## config.mk

```make
export PLATFORM = sky130hd
export DESIGN_NAME = uart_tx_controller
export DESIGN_NICKNAME = d
export VERILOG_FILES = /design/src/rtl/uart_tx_controller.sv
export SDC_FILE = /design/constraint.sdc
export NUM_CORES = 1
export LEC_CHECK = 0
export CAP_MARGIN = 10
export CORE_MARGIN = 2
export CORE_UTILIZATION = 55
export CTS_CLUSTER_DIAMETER = 60
export DETAILED_ROUTE_END_ITERATION = 7
export MAX_ROUTING_LAYER = met4
export PLACE_DENSITY = 0.88
export SYNTH_ARGS = -nofsm -noshare
export SYNTH_HDL_FRONTEND = slang
export SYNTH_SLANG_ARGS = --single-unit
```

## constraint.sdc

```tcl
create_clock -name clk -period 2.2 [get_ports clk]
set_input_delay 0.55 -clock clk [delete_from_list [all_inputs] [get_ports clk]]
set_output_delay 0.55 -clock clk [all_outputs]
set_load 0.005 [all_outputs]
```

## src/rtl/uart_tx_controller.sv

```systemverilog
// UART transmit sequencer: one frame (start, data LSB first, optional parity, stop)
// per accepted host write. Bit timing comes only from the sample_enable strobe.
module uart_tx_controller #(
    parameter int DATA_BITS  = 8,
    parameter int OVERSAMPLE = 16,
    parameter bit PARITY_EN  = 1'b1,
    parameter bit PARITY_ODD = 1'b0,
    parameter int STOP_BITS  = 1
) (
    input  logic                 clk,
    input  logic                 rst,
    input  logic                 sample_enable,
    input  logic                 tx_en,
    input  logic                 tx_wr,
    input  logic [DATA_BITS-1:0] tx_data,
    output logic                 tx_out,
    output logic                 tx_busy,
    output logic                 tx_done,
    output logic                 tx_overrun
);
    localparam int TW = $clog2(OVERSAMPLE);
    // DATA_BITS >= 5 keeps BW >= 3, wide enough to index the stop bits as well
    localparam int BW = $clog2(DATA_BITS);
    localparam logic [TW-1:0] TICK_LAST = TW'(OVERSAMPLE - 1);
    localparam logic [BW-1:0] DATA_LAST = BW'(DATA_BITS - 1);
    localparam logic [BW-1:0] STOP_LAST = BW'(STOP_BITS - 1);

    typedef enum logic [2:0] {IDLE, START, DATA, PARITY, STOP} state_t;

    state_t               state, state_nxt;
    logic [TW-1:0]        tick_cnt, tick_nxt;
    logic [BW-1:0]        bit_cnt, bit_nxt;
    logic [DATA_BITS-1:0] shift_reg, shift_nxt;
    logic                 parity_reg, parity_nxt;
    logic                 out_nxt, busy_nxt, done_nxt, ovr_nxt;
    logic                 bit_end;

    assign bit_end = sample_enable && (tick_cnt == TICK_LAST);

    always_ff @(posedge clk or negedge rst) begin
        if (!rst) begin
            state      <= IDLE;
            tick_cnt   <= '0;
            bit_cnt    <= '0;
            shift_reg  <= '0;
            parity_reg <= 1'b0;
            tx_out     <= 1'b1;
            tx_busy    <= 1'b0;
            tx_done    <= 1'b0;
            tx_overrun <= 1'b0;
        end else begin
            state      <= state_nxt;
            tick_cnt   <= tick_nxt;
            bit_cnt    <= bit_nxt;
            shift_reg  <= shift_nxt;
            parity_reg <= parity_nxt;
            tx_out     <= out_nxt;
            tx_busy    <= busy_nxt;
            tx_done    <= done_nxt;
            tx_overrun <= ovr_nxt;
        end
    end

    always_comb begin
        state_nxt  = state;
        tick_nxt   = tick_cnt;
        bit_nxt    = bit_cnt;
        shift_nxt  = shift_reg;
        parity_nxt = parity_reg;
        out_nxt    = tx_out;
        busy_nxt   = tx_busy;
        done_nxt   = 1'b0;
        ovr_nxt    = tx_overrun | (tx_wr && state != IDLE);

        if (state != IDLE && sample_enable)
            tick_nxt = bit_end ? '0 : tick_cnt + 1'b1;

        unique case (state)
            IDLE: begin
                out_nxt = 1'b1;
                if (tx_wr && tx_en) begin
                    shift_nxt  = tx_data;
                    parity_nxt = ^tx_data ^ PARITY_ODD;
                    tick_nxt   = '0;
                    bit_nxt    = '0;
                    state_nxt  = START;
                    out_nxt    = 1'b0;
                    busy_nxt   = 1'b1;
                end
            end
            START: if (bit_end) begin
                state_nxt = DATA;
                bit_nxt   = '0;
                out_nxt   = shift_reg[0];
                shift_nxt = shift_reg >> 1;
            end
            DATA: if (bit_end) begin
                if (bit_cnt == DATA_LAST) begin
                    bit_nxt = '0;
                    if (PARITY_EN) begin
                        state_nxt = PARITY;
                        out_nxt   = parity_reg;
                    end else begin
                        state_nxt = STOP;
                        out_nxt   = 1'b1;
                    end
                end else begin
                    bit_nxt   = bit_cnt + 1'b1;
                    out_nxt   = shift_reg[0];
                    shift_nxt = shift_reg >> 1;
                end
            end
            PARITY: if (bit_end) begin
                state_nxt = STOP;
                bit_nxt   = '0;
                out_nxt   = 1'b1;
            end
            STOP: if (bit_end) begin
                if (bit_cnt == STOP_LAST) begin
                    state_nxt = IDLE;
                    busy_nxt  = 1'b0;
                    done_nxt  = 1'b1;
                end else begin
                    bit_nxt = bit_cnt + 1'b1;
                end
            end
            default: state_nxt = IDLE;
        endcase

        // Dropping the enable abandons the frame silently: no done pulse
        if (state != IDLE && !tx_en) begin
            state_nxt = IDLE;
            tick_nxt  = '0;
            bit_nxt   = '0;
            out_nxt   = 1'b1;
            busy_nxt  = 1'b0;
            done_nxt  = 1'b0;
        end
    end
endmodule
```

; ---- After elaboration in Yosys (flattened, before gate mapping)
; Index checks and enable logic that the tools add are counted.
[word_totals]
ff_bits = 23
latchBits = 0
ram_bits = 0
rom_bits = 0
in_bits = 13
out_inout_bits = 4
elab_cells = 95
n_memories = 0
[op_classes]
add_sub_neg = 2
n_mul = 0
div = 0
magnitude_cmp = 0
n_eq_ne = 19
shift = 0
n_mux = 43
bitwise_logic = 1
reduce_logical = 21
[ops]
columns = cell, n
row1 = $mux W3, 15
row2 = $mux W8, 4
row3 = $ne A3 B3 Y1 const B, 8
row4 = $pmux W8 S3, 1
row5 = $mux W4, 5
row6 = $pmux W3 S5, 1
row7 = $mux W1, 14
row8 = $pmux W3 S4, 1
row9 = $reduce_bool A5 Y1, 2
row10 = $reduce_bool A3 Y1, 3
row11 = $ne A2 B2 Y1 const B, 4
row12 = $reduce_and A4 Y1, 2
row13 = $reduce_xor A8 Y1, 1
row14 = $reduce_and A7 Y1, 1
row15 = $eq A3 B2 Y1 const B, 2
row16 = $eq A3 B3 Y1 const B, 2
row17 = $logic_not A3 Y1, 2
row18 = $reduce_and A6 Y1, 1
row19 = $logic_and A1 B1 Y1, 5
row20 = $reduce_and A5 Y1, 1
row21 = $add A4 B1 Y4 const B, 1
row22 = $eq A4 B4 Y1 const B, 1
row23 = $pmux W1 S4, 1
row24 = $add A3 B1 Y3 const B, 1
row25 = 7 further kinds, 7

; ---- Depth between registers and ports, before layout
[logic_depth]
word_depth = 7
mapped_depth = 6

; ---- Worst setup path after synthesis
; No wires, ideal clock.
[synth_timing]
kind = input port to flip-flop
startpoint = in tx_wr
endpoint = reg bit_cnt[2]
setup_ns = 0.125
arrival_time_ns = 1.668
path_slack_ns = 0.407
path_stages = 5
path_buffers = 1
cell_sequence = clkbuf_1 -> nand2_1 -> mux2_2 -> o221ai_2 -> mux2_2
[synth_via]
elab_chain_len = 3
[synth_rtl]
columns = element, line
row1 = from (decl), 14  ; input logic tx_wr,
row2 = $logic_and A1 B1 Y1, 81  ; if (tx_wr && tx_en) begin
row3 = $ne A3 B3 Y1 (no source line), --
row4 = $reduce_and A6 Y1 (no source line), --
row5 = to (signal assigned), 54  ; bit_cnt <= bit_nxt;
row6 = to (decl), 32  ; logic [BW-1:0] bit_cnt, bit_nxt;
; No other way between the ends.
; A chain may end at the register's enable or synchronous reset.

; ---- Worst setup path after layout
[layout_timing]
startpoint = in sample_enable
endpoint = reg shift_reg[4]
[layout_via]
elab_chain_len = 3
elab_cells_between_ends = 4
cone_classes = eq/ne (2) / reduce/logical (2)
[layout_rtl]
columns = element, line
row1 = from (decl), 12  ; input logic sample_enable,
row2 = $logic_and A1 B1 Y1 (*), 38  ; assign bit_end = sample_enable && (tick_cnt == TICK_LAST);
row3 = $ne A2 B2 Y1 (no source line), --
row4 = $reduce_and A5 Y1 (no source line) (*), --
row5 = to (signal assigned), 55  ; shift_reg <= shift_nxt;
row6 = to (decl), 33  ; logic [DATA_BITS-1:0] shift_reg, shift_nxt;
; Mark *: on every way between the ends. The rest lies on a longest branch, timed or not.

==> results.md <==
Status:
- The flow ran to the end, and the final reports show no timing, DRC or antenna violations.

Die:
- The floorplan step set the die height to between 50 and 60 µm.
- The die is 54.9 µm wide.
- The initial utilization of the core area, before any placement, comes to 0.580.
- The die covers about 3000 µm².
- The I/O pin count is 17.
- The number of cell rows is 18.
- The floorplan core area is around 2500 µm².

Clocking:
- The clock sink count is 23.
- The CTS buffer count is 3.
- In this run the clock root is driven by a sky130_fd_sc_hd__clkbuf_4.
- Once the clock tree was built, the resizer swapped 0 gates to a different size.
- The later-pin clock latency in the skew report is ~330 ps.
- In this run the deepest clock path goes through 2 buffers.
- TritonCTS built the clock tree.
- The clock edge transition at the registers on the reported setup and hold paths is about 140 ps.
- The hold-fix buffer count after cts is 0.
- In this run the number of H-tree levels came out at 1.
- The number of buffers added for setup after CTS is 0.

Setup path:
- The worst register-to-register path begins at bit_cnt[0].
- The startpoint type of the worst setup path is a primary input.
- The worst setup path is of the primary input to register kind.
- The reg-to-reg critical path endpoint is shift_reg[4].
- The critical path runs through a total of 5 cells.
- The worst setup path is captured at a register.
- The reg-to-reg setup timing slack is 260 ps.
- The top cell family by delay on the critical path is buffers and inverters.
- The number of cells on the worst reg-to-reg path is 6.
- For the worst setup path, the data required time is 2420 ps.
- Of all nets on the critical path, the largest fanout is 8.
- The largest individual stage delay along the critical path comes from the cell sky130_fd_sc_hd__clkdlybuf4s50_1.
- The endpoint arrival time on the critical path is roughly 2200 ps.
- In this design, the stage delay of the slowest critical-path cell is just over 500 ps.
- The critical path goes through clkdlybuf4s50_1, and4_1, nand3_1, a31oi_4, mux2_2.
- The number of buffers and inverters on the critical path is 1.

Cells and area:
- The repair_antennas step left the layout with diodes totalling 0.
- After the flow finishes, the layout carries non-filler instances totaling roughly 190.
- The area of the multi-input gates is 786 µm².
- At the end of the flow, the number of nets in the layout was around 180.
- The register area is 577 µm².
- Once layout is complete, the utilization of the core stands at 0.690.
- After routing the design area is 1690 µm².
- The number of fill cells is 180.
- The register with the most flip-flops in the layout has 8 of them.
- The area added between synthesis and finish is 18.9%.
- In the final layout, the share of cells above drive strength 1 is 0.234.

Pwr:
- The reported leakage power is ~0.74 nW.
- Of the total power, the share spent switching nets is 0.297.
- The design draws about 0.0011 W.
- The share of total power dissipated in combinational logic is 0.284.
- The share of total power dissipated in the clock network is 0.197.
- The total power per unit cell area is 621 nW/µm².
- The analysis attributes to net switching a power of slightly above 0.0003 W.
- The share of total power dissipated in sequential elements is 0.519.
- The worst vdd rail ir drop is about 0.46 mV.
- Cell internal power was estimated by the tool at about 0.00074 W.

Yosys:
- The number of synthesized register bits is 23.
- The share of the Yosys chip area taken by registers is 0.405.
- After technology mapping, the gate count stands at 132.
- Counting every net in the synthesized netlist gives ~150.
- The average size of a mapped cell is about 11 µm².
- Counting flops with a built-in enable in the synthesized netlist gives 0.
- The Yosys step of the flow raised 0 warnings.
- The biggest area contributor in the post-synthesis netlist is sky130_fd_sc_hd__dfrtp_1.
- The most used flip-flop cell after synthesis is sky130_fd_sc_hd__dfrtp_1.
- The area share of the largest cell type after synthesis is 0.387.
- Yosys attributes the largest share of cell area to sky130_fd_sc_hd__dfrtp_1, sky130_fd_sc_hd__mux2_2, sky130_fd_sc_hd__xnor2_1, sky130_fd_sc_hd__mux2i_1, sky130_fd_sc_hd__ha_1.
- The post-synthesis cell type count is 36.
- The dominant cell by count in the synthesized netlist is sky130_fd_sc_hd__dfrtp_1.
- In this run the cell area of the synthesized design comes to approximately 1400 µm².
- Ranked by instance count, the synthesized netlist is headed by sky130_fd_sc_hd__dfrtp_1, sky130_fd_sc_hd__mux2_2, sky130_fd_sc_hd__nand2_1, sky130_fd_sc_hd__xnor2_1, sky130_fd_sc_hd__nor2_1.
- The proportion of register bits with asynchronous set or reset after synthesis is 1.00.

Worst hold path:
- In this run the worst hold path is classified as register to register.
- In this run the most critical hold path is launched from tx_overrun.
- Along the worst hold path, the cell count comes to 1.
- For hold timing, the worst endpoint is tx_overrun.

Job:
- The reported max-cap violation count is 0.

Placement:
- Summing all placed instances gives a cell area of roughly 1700 µm².
- The post-DP HPWL is 2.23 mm.
- The count of buffers from port buffering is 16.
- Counting tap cells, the placed design contains a total of 184 instances.
- The setup slack at placement is -155 ps.
- At the end of routability-driven placement, the weighted congestion stood at between 0.8 and 0.9.

Detailed routing:
- The via count normalized by instance count is a little under 6.
- The detailed router placed ~1,100 vias in this run.
- The final layout contains routed wiring with a total length of approximately 2.9 mm.
- The post-detailed-route wirelength per cell is ~15 µm.
- The remaining antenna violation count is 0.
- The pre-antenna-repair detailed-routing pass consisted of 4 iterations.
- The number of design-rule violations left by the first detailed-router iteration is 31.
- The number of DRC violations after detailed routing is 0.

Global routing:
- The first global-routing pass estimated around 5 mm of wire.
- Entering global routing, the biggest net connects 16 pins.
- The all-layer global routing usage is 0.247.
- The number of antenna violations at the first check in global routing is 0.
- The remaining global-route overflow is 0.
- The number of global-route vias before repair came to 1,156.

Timing:
- The routed design could run at a clock period as short as around 2000 ps.
- In this run the tightest slew margin relative to its limit is 0.707.
- Setup violations remaining at the end of the flow were counted as 0.
- The final-report hold violation count is 0.
- Across the routed clock network, the largest skew measured is approximately 8.1 ps.
- For the pin with the worst max-slew slack, the measured transition is 439 ps.
- The number of max-slew violations in the final report is 0.
- Setup repair after global routing left no endpoint under its margin.
- The highest achievable clock rate is 496 MHz.
- The worst path meets setup with 184 ps of slack.
- The final critical-path share of the clock period is 0.917.
-- kinds of logic after synthesis --
family                   Yosys count  synth area share
flip-flops                        23             0.405
buffers and inverters             10            0.0431
multiplexers                      23             0.177
XOR/XNOR                          12            0.0738
AO/OA/AOI/OAI                     21             0.119
adder cells (fa/ha/maj)            4            0.0352
AND/OR/NAND/NOR                   39             0.148
-- worst max path at each step --
stage	slack (ps)	startpoint	end
global route	120	sample_enable	shift_reg[0]
finish	180	sample_enable	shift_reg[4]
floorplan	410	tx_wr	bit_cnt[2]
global placement	-50	sample_enable	shift_reg[2]
CTS	200	sample_enable	shift_reg[4]
detailed placement	-160	sample_enable	shift_reg[4]
-- placed cells by master (no fill, tap or decap) --
| cell type | instances |
|---|---|
| sky130_fd_sc_hd__a21oi_1 | 1 |
| sky130_fd_sc_hd__nand3b_4 | 1 |
| sky130_fd_sc_hd__nor2_1 | 7 |
| sky130_fd_sc_hd__clkinv_2 | 1 |
| sky130_fd_sc_hd__a21boi_0 | 2 |
| sky130_fd_sc_hd__buf_4 | 12 |
| sky130_fd_sc_hd__or3_1 | 1 |
| sky130_fd_sc_hd__xor2_1 | 3 |
| sky130_fd_sc_hd__a22o_1 | 2 |
| sky130_fd_sc_hd__a31oi_4 | 1 |
| sky130_fd_sc_hd__nand3b_1 | 1 |
| sky130_fd_sc_hd__o221ai_2 | 1 |
| sky130_fd_sc_hd__a22oi_1 | 1 |
| sky130_fd_sc_hd__o21ai_0 | 5 |
| sky130_fd_sc_hd__dfstp_2 | 1 |
| sky130_fd_sc_hd__nor2b_1 | 2 |
| sky130_fd_sc_hd__clkbuf_4 | 3 |
| sky130_fd_sc_hd__nand2b_1 | 1 |
| sky130_fd_sc_hd__nand4_1 | 5 |
| sky130_fd_sc_hd__and4_1 | 1 |
| sky130_fd_sc_hd__o2111ai_1 | 1 |
| sky130_fd_sc_hd__o211ai_1 | 5 |
| sky130_fd_sc_hd__and3_1 | 1 |
| sky130_fd_sc_hd__nor4_1 | 1 |
| sky130_fd_sc_hd__nor3b_1 | 1 |
| sky130_fd_sc_hd__xnor2_1 | 9 |
| sky130_fd_sc_hd__a21o_1 | 1 |
| sky130_fd_sc_hd__ha_1 | 4 |
| sky130_fd_sc_hd__inv_1 | 4 |
| sky130_fd_sc_hd__clkdlybuf4s50_1 | 16 |
| sky130_fd_sc_hd__nand2_1 | 12 |
| sky130_fd_sc_hd__nand3_1 | 4 |
| sky130_fd_sc_hd__o221ai_1 | 1 |
| sky130_fd_sc_hd__mux2_2 | 17 |
| sky130_fd_sc_hd__or2_1 | 1 |
| sky130_fd_sc_hd__dfrtp_1 | 22 |
| sky130_fd_sc_hd__mux2i_1 | 6 |
-- worst register-to-register path, stage by stage (launching register included) --
cell                      delay, ps
sky130_fd_sc_hd__dfrtp_1        410
sky130_fd_sc_hd__ha_1           220
sky130_fd_sc_hd__ha_1           240
sky130_fd_sc_hd__nor2_1         120
sky130_fd_sc_hd__nand3_1        130
sky130_fd_sc_hd__a31oi_4        340
sky130_fd_sc_hd__mux2_2         390
-- metal layers --
layer | wire (µm) | share of wire | GRT usage | vias to the layer above
li1 | - | - | - | 525
met1 | 1230 | 0.43 | 0.292 | 518
met2 | 1450 | 0.50 | 0.415 | 37
met3 | 127 | 0.044 | 0.0355 | 10
met4 | 77 | 0.027 | 0.108 | 0
met5 | 0 | 0 | - | -
-- per-stage QoR --
stage | hold WS (ps) | setup TNS, ps
CTS | 481 | 0
finish | 474 | 0
global placement | 438 | -372
detailed placement | 450 | -1060
floorplan | 254 | 0
global route | 510 | 0
-- final cells by class --
| cell class | count | area share |
|---|---|---|
| inverters | 4 | 0.00887 |
| well taps | 30 | 0.0222 |
| flip-flops and latches | 23 | 0.341 |
| repair buffers | 28 | 0.148 |
| clock inverters | 1 | 0.00296 |
| multi-input cells | 99 | 0.464 |
| clock buffers | 3 | 0.0133 |
-- power groups by stage --
| stage | clock (W) | sequential [W] | combinational, W |
|---|---|---|---|
| finish | 0.000207 | 0.000545 | 0.000298 |
| detailed placement | 0 | 0.000552 | 0.000300 |
| CTS | 0.000215 | 0.000545 | 0.000301 |
| floorplan | 0 | 0.000538 | 0.000201 |
| global route | 0.000230 | 0.000556 | 0.000331 |
| global placement | 0 | 0.000545 | 0.000288 |
No activity file was read; power rests on OpenSTA's default activity.
==> RTL change, RTL diff (same flow settings) <==
Set the parameter `OVERSAMPLE` to 8 (it was 16).
--- a/src/rtl/uart_tx_controller.sv
+++ b/src/rtl/uart_tx_controller.sv
@@ -2,7 +2,7 @@
 // per accepted host write. Bit timing comes only from the sample_enable strobe.
 module uart_tx_controller #(
     parameter int DATA_BITS  = 8,
-    parameter int OVERSAMPLE = 16,
+    parameter int OVERSAMPLE = 8,
     parameter bit PARITY_EN  = 1'b1,
     parameter bit PARITY_ODD = 1'b0,
     parameter int STOP_BITS  = 1
Formal check against the unedited RTL: not equivalent (Yosys sat finds a counterexample within 10 cycles, from zero or initial values and one cycle with rst low).
==> RTL change against the original RTL <==
Critical path type is now reg -> reg; critical path depth rose by 2; sequential share of layout area down 1.2 points; setup slack improved by 0.085 ns; critical endpoint is now shift_reg[2]$_DFFE_PN0P_; synthesized area shrank 1.1%; routed wire length fell by 5.0%; non-clock buffer count decreased by 6; final area down 0.96%; sequential cell count decreased by 1; total power down 0.89%; global-route usage decreased by 1.9 points.
==> RTL change: results (changes against the original RTL) <==
[timing]
slew_violations=0  ; unchanged
worstMarginPinSlew_ns=0.533  ; was 0.439 ns
whs_ns=0.477  ; was 0.474 ns
clock_skew_ns=0.0121  ; was 0.00811 ns

[critical_path]
reg2reg_to=shift_reg[2]$_DFFE_PN0P_  ; was shift_reg[4]$_DFFE_PN0P_
worstPathArrival_ns=2.14  ; was 2.24 ns
crit_family=adder cells  ; was buffers and inverters
slowest_delay_ns=0.43  ; was 0.51 ns
ff2ff_path_depth=7  ; was 6
cp_max_fo=8  ; unchanged
crit_end=shift_reg[2]$_DFFE_PN0P_  ; was shift_reg[4]$_DFFE_PN0P_

[finish]
nets=170  ; was 176
drive_above_1_share_pct=16.6  ; was 23.4%

[outcome]
status=finished, final reports clean  ; unchanged

[pwr]
intPower_mw=0.789  ; was 0.739 mW
ir_worst_vdd_mv=0.510  ; was 0.459 mV

[logic_synthesis]
synth_area_leaders=dfrtp_1, mux2_4, mux2_1  ; was dfrtp_1, mux2_2, xnor2_1
synth_common_cells=dfrtp_1, mux2_1, mux2_4, nand2_1, xnor2_1  ; was dfrtp_1, mux2_2, nand2_1
synth_cell_type_count=38  ; was 36
seq_area_frac_synth_pct=39.2  ; was 40.5%

[global_route]
grt_pass1_vias=1070  ; was 1156
grt_use_total_pct=22.8  ; was 24.7%
grt_max_degree=23  ; was 16
grt_antenna_before_repair=0  ; unchanged

[detailed_routing]
via_count=1041  ; was 1090
drt-total-wl_um=2730  ; was 2880 um
drtIter0Drc=34  ; was 31

[cts]
cts_setup_buffers=0  ; unchanged

[placement]
routabilityCongestion=0.831  ; was 0.863
hpwl_um=2060  ; was 2230 um

[min_path]
min_from=tx_overrun$_DFF_PN0_  ; unchanged

[RTL change: metrics by stage]
stage          utilization [%]  instance area [sq um]  total power [mW]  std cells  setup WS [ns]
2_1_floorplan                -                   1410             0.653        131          0.431
3_3_place_gp              66.2                   1620             0.720        177          0.114
3_5_place_dp              66.2                   1620             0.737        177         0.0810
4_1_cts                   68.3                   1680              1.05        181          0.263
5_1_grt                   68.3                   1680              1.10        181          0.147
6_report                  68.3                   1680              1.04        181          0.268
[RTL change: layer usage]
| layer | GRT usage (%) | vias to the layer above | part of all wire (%) |
|---|---|---|---|
| met2 | 37.5 | 39 | 51 |
| met5 | - | - | 0 |
| met4 | 10.8 | 0 | 2.2 |
| li1 | - | 500 | - |
| met3 | 3.83 | 7 | 5.3 |
| met1 | 26.9 | 495 | 42 |
[RTL change: cell families after synthesis]
family | count (synthesis) | share of synthesized area [%]
AOI/OAI and AO/OA | 25 | 11.3
xor gates and xnor gates | 10 | 6.75
adders and majority gates | 5 | 4.44
buffers and inverters | 9 | 3.64
DFF | 22 | 39.2
muxes | 21 | 18.6
and+or+nand+nor | 39 | 16.2
[RTL change: power by group through the flow]
stage          Sequential (mW)  Clock (mW)  Combinational, mW
4_1_cts                  0.499       0.324              0.232
2_1_floorplan            0.490           0              0.163
3_3_place_gp             0.502           0              0.219
3_5_place_dp             0.504           0              0.233
6_report                 0.499       0.315              0.228
5_1_grt                  0.506       0.339              0.251
[RTL change: final cells by class]
type                    instances  area [sq um]
multi-input cells             100           806
fillers                       185           778
flip-flops and latches         22           552
repair buffers                 22           218
well taps                      30          37.5
clock inverters                 1          30.0
clock buffers                   3          22.5
inverters                       3          11.3
